==> src/rtl/sifh_hist_fsm_pkg.sv <==
// rtl/sifh_hist_fsm_pkg.sv - shared parameters, state encoding and helpers for the histogrammer
package sifh_hist_fsm_pkg;

    localparam int Np                = 10;
    localparam int peakMax           = 8;
    localparam int PIXEL_NUM         = 2;
    localparam int ACQ_NUM           = 2;
    localparam int DATA_NUM          = 3;
    localparam int PIXEL_NUM_PER_RAM = 2;
    localparam int HIST_BITS         = 6;
    localparam int RAM_ADDR          = $clog2(PIXEL_NUM_PER_RAM) + HIST_BITS;

    localparam int SLOT_WORDS = DATA_NUM * 2;
    localparam int TOTAL      = PIXEL_NUM * ACQ_NUM * SLOT_WORDS;
    localparam int CNT_W      = $clog2(TOTAL + 1);
    localparam int SLOT_W     = (SLOT_WORDS > 1) ? $clog2(SLOT_WORDS) : 1;
    localparam int PIX_W      = (PIXEL_NUM > 1) ? $clog2(PIXEL_NUM) : 1;

    localparam logic [Np-1:0]      NO_EVENT = '1;
    localparam logic [peakMax-1:0] CNT_MAX  = '1;

    typedef enum logic [1:0] {
        ST_START = 2'd0,
        ST_ACC   = 2'd1,
        ST_DONE  = 2'd2
    } state_e;

    function automatic logic [peakMax-1:0] sat_inc(input logic [peakMax-1:0] v);
        return (v == CNT_MAX) ? v : v + peakMax'(1);
    endfunction

endpackage

==> src/rtl/sifh_rmw_pipe.sv <==
// rtl/sifh_rmw_pipe.sv - two-stage read-modify-write pipeline with saturating increment and forwarding
module sifh_rmw_pipe
    import sifh_hist_fsm_pkg::*;
(
    input  logic                clk_i,
    input  logic                rst_n_i,
    input  logic                take_i,
    input  logic                valid_i,
    input  logic [RAM_ADDR-1:0] addr_i,
    input  logic [peakMax-1:0]  counts_i,
    output logic [RAM_ADDR-1:0] raddr_o,
    output logic                ren_n_o,
    output logic                rflag_o,
    output logic [RAM_ADDR-1:0] waddr_o,
    output logic                wen_o,
    output logic                wflag_o,
    output logic [peakMax-1:0]  new_counts_o
);

    logic                rd_q, rd_d;
    logic [RAM_ADDR-1:0] raddr_q, raddr_d;
    logic                wr_q, wr_d;
    logic [RAM_ADDR-1:0] waddr_q, waddr_d;
    logic                fwd_valid_q, fwd_valid_d;
    logic [RAM_ADDR-1:0] fwd_addr_q, fwd_addr_d;
    logic [peakMax-1:0]  fwd_cnt_q, fwd_cnt_d;
    logic [peakMax-1:0]  base;
    logic [peakMax-1:0]  new_counts;

    // The RAM returns stale data when our read shares an edge with the previous write.
    always_comb begin
        base = counts_i;
        if (fwd_valid_q && wr_q && (fwd_addr_q == waddr_q)) begin
            base = fwd_cnt_q;
        end
        new_counts = wr_q ? sat_inc(base) : '0;
    end

    always_comb begin
        rd_d        = take_i && valid_i;
        raddr_d     = (take_i && valid_i) ? addr_i : raddr_q;
        wr_d        = rd_q;
        waddr_d     = rd_q ? raddr_q : waddr_q;
        fwd_valid_d = wr_q;
        fwd_addr_d  = waddr_q;
        fwd_cnt_d   = new_counts;
    end

    always_ff @(posedge clk_i or negedge rst_n_i) begin
        if (!rst_n_i) begin
            rd_q        <= 1'b0;
            raddr_q     <= '0;
            wr_q        <= 1'b0;
            waddr_q     <= '0;
            fwd_valid_q <= 1'b0;
            fwd_addr_q  <= '0;
            fwd_cnt_q   <= '0;
        end else begin
            rd_q        <= rd_d;
            raddr_q     <= raddr_d;
            wr_q        <= wr_d;
            waddr_q     <= waddr_d;
            fwd_valid_q <= fwd_valid_d;
            fwd_addr_q  <= fwd_addr_d;
            fwd_cnt_q   <= fwd_cnt_d;
        end
    end

    assign raddr_o      = raddr_q;
    assign ren_n_o      = !rd_q;
    assign rflag_o      = rd_q;
    assign waddr_o      = waddr_q;
    assign wen_o        = wr_q;
    assign wflag_o      = wr_q;
    assign new_counts_o = new_counts;

endmodule

==> src/rtl/sifh_hist_fsm.sv <==
// rtl/sifh_hist_fsm.sv - acquisition FSM, word counting and bin address mapping for the histogrammer
module sifh_hist_fsm
    import sifh_hist_fsm_pkg::*;
(
    input  logic                clk,
    input  logic                res,
    input  logic [Np-1:0]       data,
    input  logic [peakMax-1:0]  counts,
    output logic                wrEn,
    output logic [RAM_ADDR-1:0] raddr,
    output logic                rEnable,
    output logic                readFlag,
    output logic [RAM_ADDR-1:0] waddr,
    output logic                wEnable,
    output logic                writeFlag,
    output logic [peakMax-1:0]  newCounts
);

    state_e              state_q, state_d;
    logic [CNT_W-1:0]    cnt_q, cnt_d;
    logic [SLOT_W-1:0]   wsl_q, wsl_d;
    logic [PIX_W-1:0]    pix_q, pix_d;
    logic                take;
    logic                word_valid;
    logic [HIST_BITS-1:0] bin;
    logic [RAM_ADDR-1:0] addr;

    always_comb begin
        state_d = state_q;
        cnt_d   = cnt_q;
        wsl_d   = wsl_q;
        pix_d   = pix_q;
        take    = 1'b0;
        case (state_q)
            ST_START: state_d = ST_ACC;
            ST_ACC: begin
                take  = 1'b1;
                cnt_d = cnt_q + CNT_W'(1);
                // Slot words roll into the next pixel; pixels roll into the next acquisition.
                if (wsl_q == SLOT_W'(SLOT_WORDS - 1)) begin
                    wsl_d = '0;
                    pix_d = (pix_q == PIX_W'(PIXEL_NUM - 1)) ? '0 : pix_q + PIX_W'(1);
                end else begin
                    wsl_d = wsl_q + SLOT_W'(1);
                end
                if (cnt_q == CNT_W'(TOTAL - 1)) begin
                    state_d = ST_DONE;
                end
            end
            ST_DONE: state_d = ST_DONE;
            default: state_d = ST_START;
        endcase
    end

    always_ff @(posedge clk or negedge res) begin
        if (!res) begin
            state_q <= ST_START;
            cnt_q   <= '0;
            wsl_q   <= '0;
            pix_q   <= '0;
        end else begin
            state_q <= state_d;
            cnt_q   <= cnt_d;
            wsl_q   <= wsl_d;
            pix_q   <= pix_d;
        end
    end

    assign wrEn       = (state_q != ST_DONE);
    assign word_valid = (data != NO_EVENT);
    assign bin        = data[Np-1 -: HIST_BITS];
    assign addr       = RAM_ADDR'((32'(pix_q) % PIXEL_NUM_PER_RAM) << HIST_BITS) + RAM_ADDR'(bin);

    sifh_rmw_pipe u_pipe (
        .clk_i        (clk),
        .rst_n_i      (res),
        .take_i       (take),
        .valid_i      (word_valid),
        .addr_i       (addr),
        .counts_i     (counts),
        .raddr_o      (raddr),
        .ren_n_o      (rEnable),
        .rflag_o      (readFlag),
        .waddr_o      (waddr),
        .wen_o        (wEnable),
        .wflag_o      (writeFlag),
        .new_counts_o (newCounts)
    );

endmodule

==> config.mk <==
export PLATFORM = sky130hd
export DESIGN_NAME = sifh_hist_fsm
export DESIGN_NICKNAME = d
export VERILOG_FILES = /design/src/rtl/sifh_hist_fsm_pkg.sv /design/src/rtl/sifh_rmw_pipe.sv /design/src/rtl/sifh_hist_fsm.sv
export SDC_FILE = /design/constraint.sdc
export NUM_CORES = 1
export LEC_CHECK = 0
export ABC_CLOCK_PERIOD_IN_PS = 3200
export BUFFER_PORTS_ARGS = -buffer_cell sky130_fd_sc_hd__buf_2
export CORE_UTILIZATION = 50
export CTS_BUF_LIST = sky130_fd_sc_hd__clkbuf_4
export DETAILED_ROUTE_END_ITERATION = 6
export GPL_ROUTABILITY_DRIVEN = 0
export PLACE_DENSITY_LB_ADDON = 0.1
export SLEW_MARGIN = 10
export SYNTH_ARGS = -nofsm -noshare
export SYNTH_HDL_FRONTEND = slang
export SYNTH_SLANG_ARGS = --single-unit
==> constraint.sdc <==
create_clock -name clk -period 3.2 [get_ports clk]
set_clock_uncertainty 0.2 [all_clocks]
set_input_delay 0.32 -clock clk [delete_from_list [all_inputs] [get_ports clk]]
set_output_delay 0.32 -clock clk [all_outputs]
set_load 0.005 [all_outputs]
# [Word-level counts from Yosys, hierarchy flattened]
# Index checks and enable logic that the tools add are counted.
[classes] n_addsub=5 eq_ne=9 n_mux=8 reduce_logical=6
[op_table] operator="8-bit 2-to-1 mux" n=3
[op_table] operator="10-bit != test (second input constant)" n=1
[op_table] operator="8-bit by 1-bit adder with 8-bit output (second input constant)" n=1
[op_table] operator="8-bit == test (second input constant)" n=1
[op_table] operator="7-bit by 6-bit adder with 7-bit output" n=1
[op_table] operator="7-bit == test" n=1
[op_table] operator="2-bit case mux with 3 select lines" n=1
[op_table] operator="5-bit by 1-bit adder with 5-bit output (second input constant)" n=1
[op_table] operator="5-bit == test (second input constant)" n=1
[op_table] operator="2-bit != test (second input constant)" n=2
[op_table] operator="3-bit by 1-bit adder with 3-bit output (second input constant)" n=1
[op_table] operator="3-bit == test (second input constant)" n=1
[op_table] operator="1-bit logical AND" n=3
[op_table] operator="3-bit 2-to-1 mux" n=1
[op_table] operator="2-bit by 1-bit == test with 1-bit output (second input constant)" n=1
[op_table] operator="2-bit == test (second input constant)" n=1
[op_table] operator="2-bit zero test" n=1
[op_table] operator="1-bit 2-to-1 mux" n=2
[op_table] operator="2-bit 2-to-1 mux" n=1
[op_table] operator="2-bit AND reduction" n=1
[op_table] operator="1-bit adder (second input constant)" n=1
[op_table] operator="1-bit zero test" n=1
[word_totals] reg_bits=43 out_inout_bits=27 elab_cells=39

# [Logic depth before layout (Yosys ltp)]
# Gate-level depths: netlist of run 1.
[depth] word_depth=6 depth_mapped=12 depth_no_buf=10

# [Hierarchy]
# Synthesis of run 1 repeated with hierarchy kept, for this count alone.
[hier_totals] hier_cells=179 area_unflattened_um2=2107.0
[modules_own_cells] mod="sifh_rmw_pipe" n_inst=1 cells_per_inst=135 area_per_inst_um2=1570.3 seq_area_each_um2=800.8
[modules_own_cells] mod="sifh_hist_fsm" n_inst=1 cells_per_inst=44 area_per_inst_um2=536.8 seq_area_each_um2=275.3

# [Worst setup path after synthesis of run 1]
# OpenSTA, ideal clock, no wires.
[synth_timing] path_kind="register to output" from="reg u_pipe.waddr_q[6], in the netlist u_pipe.waddr_o[6]" to="out newCounts[3]" arrival_ns=2.804 slack_ns=-0.124 stages_incl_launch_ff=13 n_path_buf=2 path_cell_list="dfrtp_1 xnor2_1 nand4_1 or4_1 buf_2 buf_6 mux2_1 ha_1 and3_1 nand4_1 nand3_1 or3b_1 a21boi_1"
[synth_via] elab_chain_cells=6 elab_cells_between_ends=7
[synth_lines] element="start, declared" line_no="sifh_rmw_pipe.sv:23" source="logic [RAM_ADDR-1:0] waddr_q, waddr_d;"
[synth_lines] element="start signal, assigned" line_no="sifh_rmw_pipe.sv:62" source="waddr_q <= waddr_d;"
[synth_lines] element="7-bit == test *" line_no="sifh_rmw_pipe.sv:33" source="if (fwd_valid_q && wr_q && (fwd_addr_q == waddr_q)) begin"
[synth_lines] element="1-bit logical AND *" line_no="sifh_rmw_pipe.sv:33"
[synth_lines] element="8-bit 2-to-1 mux *" line_no="sifh_rmw_pipe.sv:33"
[synth_lines] element="8-bit by 1-bit adder with 8-bit output / 8-bit == test (equally long branches)" line_no="sifh_hist_fsm_pkg.sv:29" source="return (v == CNT_MAX) ? v : v + peakMax'(1);"
[synth_lines] element="8-bit 2-to-1 mux *" line_no="sifh_hist_fsm_pkg.sv:29"
[synth_lines] element="8-bit 2-to-1 mux *" line_no="sifh_rmw_pipe.sv:36" source="new_counts = wr_q ? sat_inc(base) : '0;"
[synth_lines] element="end, declared" line_no="sifh_hist_fsm.sv:16" source="output logic [peakMax-1:0] newCounts"
# Mark *: on every way between the ends. The rest lies on a longest branch, timed or not.

# [Worst setup path in the final report of run 1]
[layout_timing] from="reg u_pipe.waddr_q[0], in the netlist u_pipe.waddr_o[0]" to="out newCounts[3]"
# The elaborated chain is that of the path after synthesis.

==> results.yml, run 1 <==
outcome:
  status: "finished with violations"
  violations: "negative setup slack"
critical_path:
  slowest_stage: "or4_4"
  cp_max_fo: 3
  reg2reg_slack_ns: 0.12
  required_ns: 2.68
  worst-endpoint-arrival_ns: 2.97
  timing.rr.start: "u_pipe.waddr_o[0]"
  r2r-end: "u_pipe.fwd_cnt_q[3]"
  worstPathCellList: "xnor2_1, nand4_1, or4_4, mux2_4, ha_4, and3_4, nand4_1, nand3_1, or3b_1, a21boi_2, buf_2"
  critical_path_class: "flip-flop to output pin"
  max_stage_delay_ns: 0.53
  crit_path_frequent_cell: "nand4_1"
  cp-end-kind: "output pin"
  cp-start-kind: "flip-flop"
  worstRegToRegCells: 13
yosys:
  synth_seq_cells: 43
  synth.area.top_cells: "dfrtp_1 (52%), mux2_2 (7.1%), mux2i_1 (4.8%)"
  synth_fp_nets: 205
  postSynthAreaPerCell_um2: 11.5
  yosys_most_used_dff: "dfrtp_1"
  synth_cell_types: 37
  yosysTopAreaCellShare: 0.520
  synthCells: 180
  ys_warn_count: 0
  synth_edf_count: 0
  synth.cell_area_um2: 2070
  synth-async-reset-ratio: 1.00
  yosys.area.top_type: "dfrtp_1"
  synth_seq_area_share: 0.520
floorplanning:
  core_region_area_um2: 4000
  fp.dieW_um: 66.4
  die_area_um2: 4400
  die_y_um: 66.4
  rows: 23
  io_pins: 47
  initial_core_util: 0.518
power_and_ir_drop:
  combPwrFrac: 0.094
  clkPwrFrac: 0.277
  pwr-share-seq: 0.629
  p_switching_mw: 0.217
  ir_worst_vdd_uv: 309
  swShare: 0.242
  leakagePower_nw: 1.32
  powerDensity_nw_per_um2: 342
  internal-power_mw: 0.679
sta:
  min_period_ns: 3.49
  setup_tns_ns: -1.90
  fin_ws_ns: -0.286
  fin_crit_sh: 1.09
  grt_setup_unrepaired: "yes"
  slew_headroom: 0.396
  worst_pin_slew_ns: 0.906
  holdWs_ns: 0.0233
  hold_violations: 0
  finalSetupViolCount: 8
  fmax_mhz: 287
  finalMaxSlewViolations: 0
finish:
  multi_input_area_um2: 1000
  final_common_cell: "buf_2"
  drive_gt1_frac: 0.396
  insertedDiodeCount: 0
  regArea_um2: 1080
  final_cell_mix: "buf_2 (45), dfrtp_1 (43), nand2_1 (19), buf_4 (15), mux2_2 (13)"
  fin_cells: 300
  areaGrowthSynthToFinish_pct: 26.6
  nets: 274
  final_area_um2: 2620
  num-fill-cells: 317
detailed_routing:
  via_per_inst: 5.20
  drt_iter0_markers: 49
  drt_pass1_iterations: 4
  drc: 0
  drt.antenna.violating_nets: 0
  vias: 1559
  wl_per_cell_um: 14.1
  drt-total-wl_um: 4220
global_routing:
  grt_pass1_vias: 1584
  grt_max_degree: 44
  grt_pass1_wl_um: 6910
  grt.overflow.total: 0
  grt_antenna_before_repair: 0
  track_usage: 0.214
cts:
  cts_buffers: 5
  clkTransAtPathRegs_ns: 0.12
  h-tree-depth: 2
  root_buffer: "clkbuf_4"
  clk-insertion-delay-late_ns: 0.36
  clk_path_buf_depth: 2
  clock_sinks: 43
  cts_tree: "yes"
worst_hold_path:
  min_path_cells: 2
  holdCritStartpoint: "data[8]"
  min_to: "u_pipe.raddr_o[4]"
  hold_path_class: "primary input to flip-flop"
placement:
  port_buffers: 46
  dp.cells: 280
  hpwl_um: 3030
  post-place-ws_ns: -0.0311
  placed_area_um2: 2430
flow_run:
  max_cap_viol_count: 0
==> layout make-up <==
class,count,share of cell area
Multi-Input combinational cell,126,0.381
Tap cell,50,0.0239
Inverter,6,0.00859
Clock inverter,3,0.00573
Sequential cell,43,0.410
Timing Repair Buffer,67,0.156
Clock buffer,5,0.0143
==> how the worst max path moves through the flow <==
stage | start | cells past startpoint | end | slack (ns)
floorplan | u_pipe.waddr_o[3] | 12 | newCounts[3] | -0.005
global placement | u_pipe.waddr_o[0] | 11 | newCounts[0] | 0.05
detailed placement | u_pipe.waddr_o[0] | 11 | newCounts[0] | -0.03
CTS | u_pipe.waddr_o[0] | 11 | newCounts[3] | -0.32
global route | u_pipe.waddr_o[0] | 11 | newCounts[4] | -0.47
finish | u_pipe.waddr_o[0] | 11 | newCounts[3] | -0.29
==> per-layer routing <==
layer  wire, um  part of all wire  vias up  GRT usage
met5          0                 0        -          0
met4         87             0.021        0      0.112
met3        158             0.037        8     0.0362
met2       2270              0.54       43      0.378
met1       1710              0.40      741      0.247
li1           -                 -      767          -
==> power groups by stage <==
stage	sequential, mW	combinational, mW	clock, mW
floorplan	0.575	0.0304	0
global placement	0.573	0.0749	0
detailed placement	0.574	0.0777	0
CTS	0.564	0.0838	0.257
global route	0.565	0.0936	0.283
finish	0.564	0.0842	0.248
==> stage by stage <==
step / utilization / total power, mW
2_1_floorplan: - / 0.605
3_3_place_gp: 0.607 / 0.648
3_5_place_dp: 0.607 / 0.652
4_1_cts: 0.651 / 0.905
5_1_grt: 0.656 / 0.942
6_report: 0.656 / 0.896
==> cell families after synthesis <==
| family | share of synthesized area |
|---|---|
| AOI/OAI and AO/OA | 0.0556 |
| xor gates and xnor gates | 0.0755 |
| adders and majority gates | 0.0302 |
| buffers and inverters | 0.0260 |
| DFF | 0.520 |
| muxes | 0.130 |
| and+or+nand+nor | 0.163 |
==> flip-flops by register name, summed over array words and instances, names as in the netlist <==
register            flops
u_pipe.wen_o            1
u_pipe.waddr_o          7
u_pipe.fwd_addr_q       7
wsl_q                   3
u_pipe.raddr_o          7
cnt_q                   5
u_pipe.fwd_cnt_q        8
pix_q                   1
u_pipe.rflag_o          1
state_q                 2
u_pipe.fwd_valid_q      1
==> Yosys cell counts, types with 2 or more instances <==
cell / count
xnor2_1: 11
nand3_1: 9
nand2_1: 20
and3_2: 2
ha_1: 5
dfrtp_1: 43
nor2_1: 3
and2_1: 6
o21ai_0: 7
nand3b_1: 2
and3_1: 5
mux2i_1: 10
nand2b_1: 3
clkbuf_1: 2
a21o_1: 2
mux2_1: 2
nor3_1: 2
xor2_1: 5
mux2_2: 13
inv_1: 6
nand4_1: 6
==> repair_timing <==
| item | 4_1_cts | 5_1_grt |
|---|---|---|
| resized for setup | 7 | 3 |
| setup endpoints to repair | 8 | 9 |
| setup buffers | 6 | 0 |
| pin swaps | 7 | 1 |
| hold endpoints to repair | 47 | 1 |
| cloned | 0 | 0 |
| hold buffers | 5 | 1 |
==> worst max-delay path, delay by kind of cell (launching register included) <==
family	cells	cell delay, ns
AO/OA/AOI/OAI	1	0.15
XOR/XNOR	1	0.17
adder cells (fa/ha/maj)	1	0.13
buffers and inverters	1	0.13
flip-flops	1	0.42
multiplexers	1	0.24
AND/OR/NAND/NOR	6	1.38
No activity file was read; power rests on OpenSTA's default activity.
==> inputs of run 2 (changes only) <==
- RECOVER_POWER: not set -> 25
==> run 2 against run 1 <==
Against the previous run:
- first-iteration DRC count up 4.1%
- combinational power down 2.5%
- clock power about the same
- hold slack about the same
- largest cell class unchanged
- final area down 0.72%
- die area unchanged
- the flow still finishes with violations (negative setup slack)
- core utilization down 0.47 points
- global-route usage unchanged
- total power down 0.28%
- routed wire length down 0.57%
- via count down 0.71%
==> results.yml, run 2 (same netlist as run 1, synthesis figures left out) <==
outcome:
  status: "finished with violations"
  violations: "negative setup slack"
sta:
  worst_pin_slew_ns: 0.904
  finalMaxSlewViolations: 0
  fin_crit_sh: 1.09
  setup_tns_ns: -1.83
  min_period_ns: 3.48
  grt_setup_unrepaired: "yes"
  fin_ws_ns: -0.278
  fmax_mhz: 288
  slew_headroom: 0.398
  holdWs_ns: 0.0232
  hold_violations: 0
  finalSetupViolCount: 8
global_routing:
  grt_max_degree: 44
  grt_pass1_vias: 1584
  track_usage: 0.214
  grt.overflow.total: 0
  grt_pass1_wl_um: 6910
  grt_antenna_before_repair: 0
finish:
  nets: 274
  drive_gt1_frac: 0.368
  regMostFlops: "u_pipe.fwd_cnt_q"
  insertedDiodeCount: 0
  final_area_um2: 2600
  final_cell_mix: "dfrtp_1 (43), buf_2 (42), nand2_1 (19), mux2_2 (13)"
  utilization: 0.651
  areaGrowthSynthToFinish_pct: 25.7
  largest_register_ffs: 8
  final_common_cell: "dfrtp_1"
critical_path:
  worst-endpoint-arrival_ns: 2.96
  required_ns: 2.68
  critical_path_class: "flip-flop to output pin"
  cp-startpoint: "u_pipe.waddr_o[0]"
  timing.rr.start: "u_pipe.waddr_o[0]"
  cp-start-kind: "flip-flop"
  cp_max_fo: 3
  cp-end-kind: "output pin"
detailed_routing:
  vias: 1548
  drt.antenna.violating_nets: 0
  drt_pass1_iterations: 4
  via_per_inst: 5.16
  wl_per_cell_um: 14.0
  drt_iter0_markers: 51
  drc: 0
  drt-total-wl_um: 4200
worst_hold_path:
  holdCritStartpoint: "data[8]"
  hold_path_class: "primary input to flip-flop"
cts:
  clkTransAtPathRegs_ns: 0.12
  clk-insertion-delay-late_ns: 0.36
  clk_path_buf_depth: 2
  cts_buffers: 5
  cts_tree: "yes"
  h-tree-depth: 2
  root_buffer: "clkbuf_4"
  clock_sinks: 43
floorplanning:
  fp.dieW_um: 66.4
  io_pins: 47
  die_y_um: 66.4
  die_area_um2: 4400
  core_region_area_um2: 4000
  initial_core_util: 0.518
  rows: 23
power_and_ir_drop:
  power_mw: 0.893
  powerDensity_nw_per_um2: 343
  leakagePower_nw: 1.30
  ir_worst_vdd_uv: 309
placement:
  placed_area_um2: 2430
  port_buffers: 46
  hpwl_um: 3030
flow_run:
  max_cap_viol_count: 0
## run 2: cell count changes in the layout (fill, tap and decap cells not counted)
cell      before  now
clkbuf_1       0    6
buf_4         15   11
buf_2         45   42
buf_1          0    1
## run 2: repair_timing
action,in CTS,in global routing
buffers inserted,6,0
pin swaps,7,1
endpoints found under the hold margin,47,1
resized for setup,7,3
endpoints found under the setup margin,8,9
hold buffers,5,1
## run 2: through the flow
step	cells	setup slack (ns)
detailed placement	280	-0.0311
global route	300	-0.465
CTS	299	-0.318
finish	300	-0.278
floorplan	180	-0.00482
global placement	280	0.0491
## run 2: cell type report
cell class              instances  area (um^2)
fillers                       322         1400
flip-flops and latches         43         1080
multi-input cells             126         1000
repair buffers                 67          390
well taps                      50         62.6
clock buffers                   5         37.5
inverters                       6         22.5
clock inverters                 3         15.0
## run 2: worst max-delay path, stage by stage (launching register included)
cell and delay, ns:
dfrtp_1 0.42, xnor2_1 0.16, nand4_1 0.11, or4_4 0.53, mux2_4 0.24, ha_4 0.13, and3_4 0.17, nand4_1 0.13
nand3_1 0.09, or3b_1 0.35, a21boi_2 0.15, buf_2 0.13
## run 2: path summary, 6_finish.rpt
path                       slack, ns  depth (start not counted)                   end
max in group asynchronous       1.81                          2              wsl_q[2]
setup reg to reg                0.13                         13   u_pipe.fwd_cnt_q[3]
min in group asynchronous       0.41                          2   u_pipe.fwd_cnt_q[3]
setup / recovery               -0.28                         11          newCounts[3]
hold / removal                  0.02                          2     u_pipe.raddr_o[4]
hold reg to reg                 0.26                          0  u_pipe.fwd_addr_q[1]
## run 2: report_power, final
part | switching (mW) | leakage, nW | internal (mW)
clock network | 0.167 | 0.0263 | 0.0806
registers | 0.00853 | 0.528 | 0.555
logic | 0.0406 | 0.750 | 0.0415
total | 0.216 | 1.30 | 0.677
## run 2: per-layer routing
| layer | track usage | part of all wire | up-vias |
|---|---|---|---|
| li1 | - | - | 766 |
| met5 | 0 | 0 | - |
| met4 | 0.112 | 0.021 | 0 |
| met2 | 0.378 | 0.54 | 43 |
| met3 | 0.0362 | 0.039 | 8 |
| met1 | 0.247 | 0.40 | 731 |
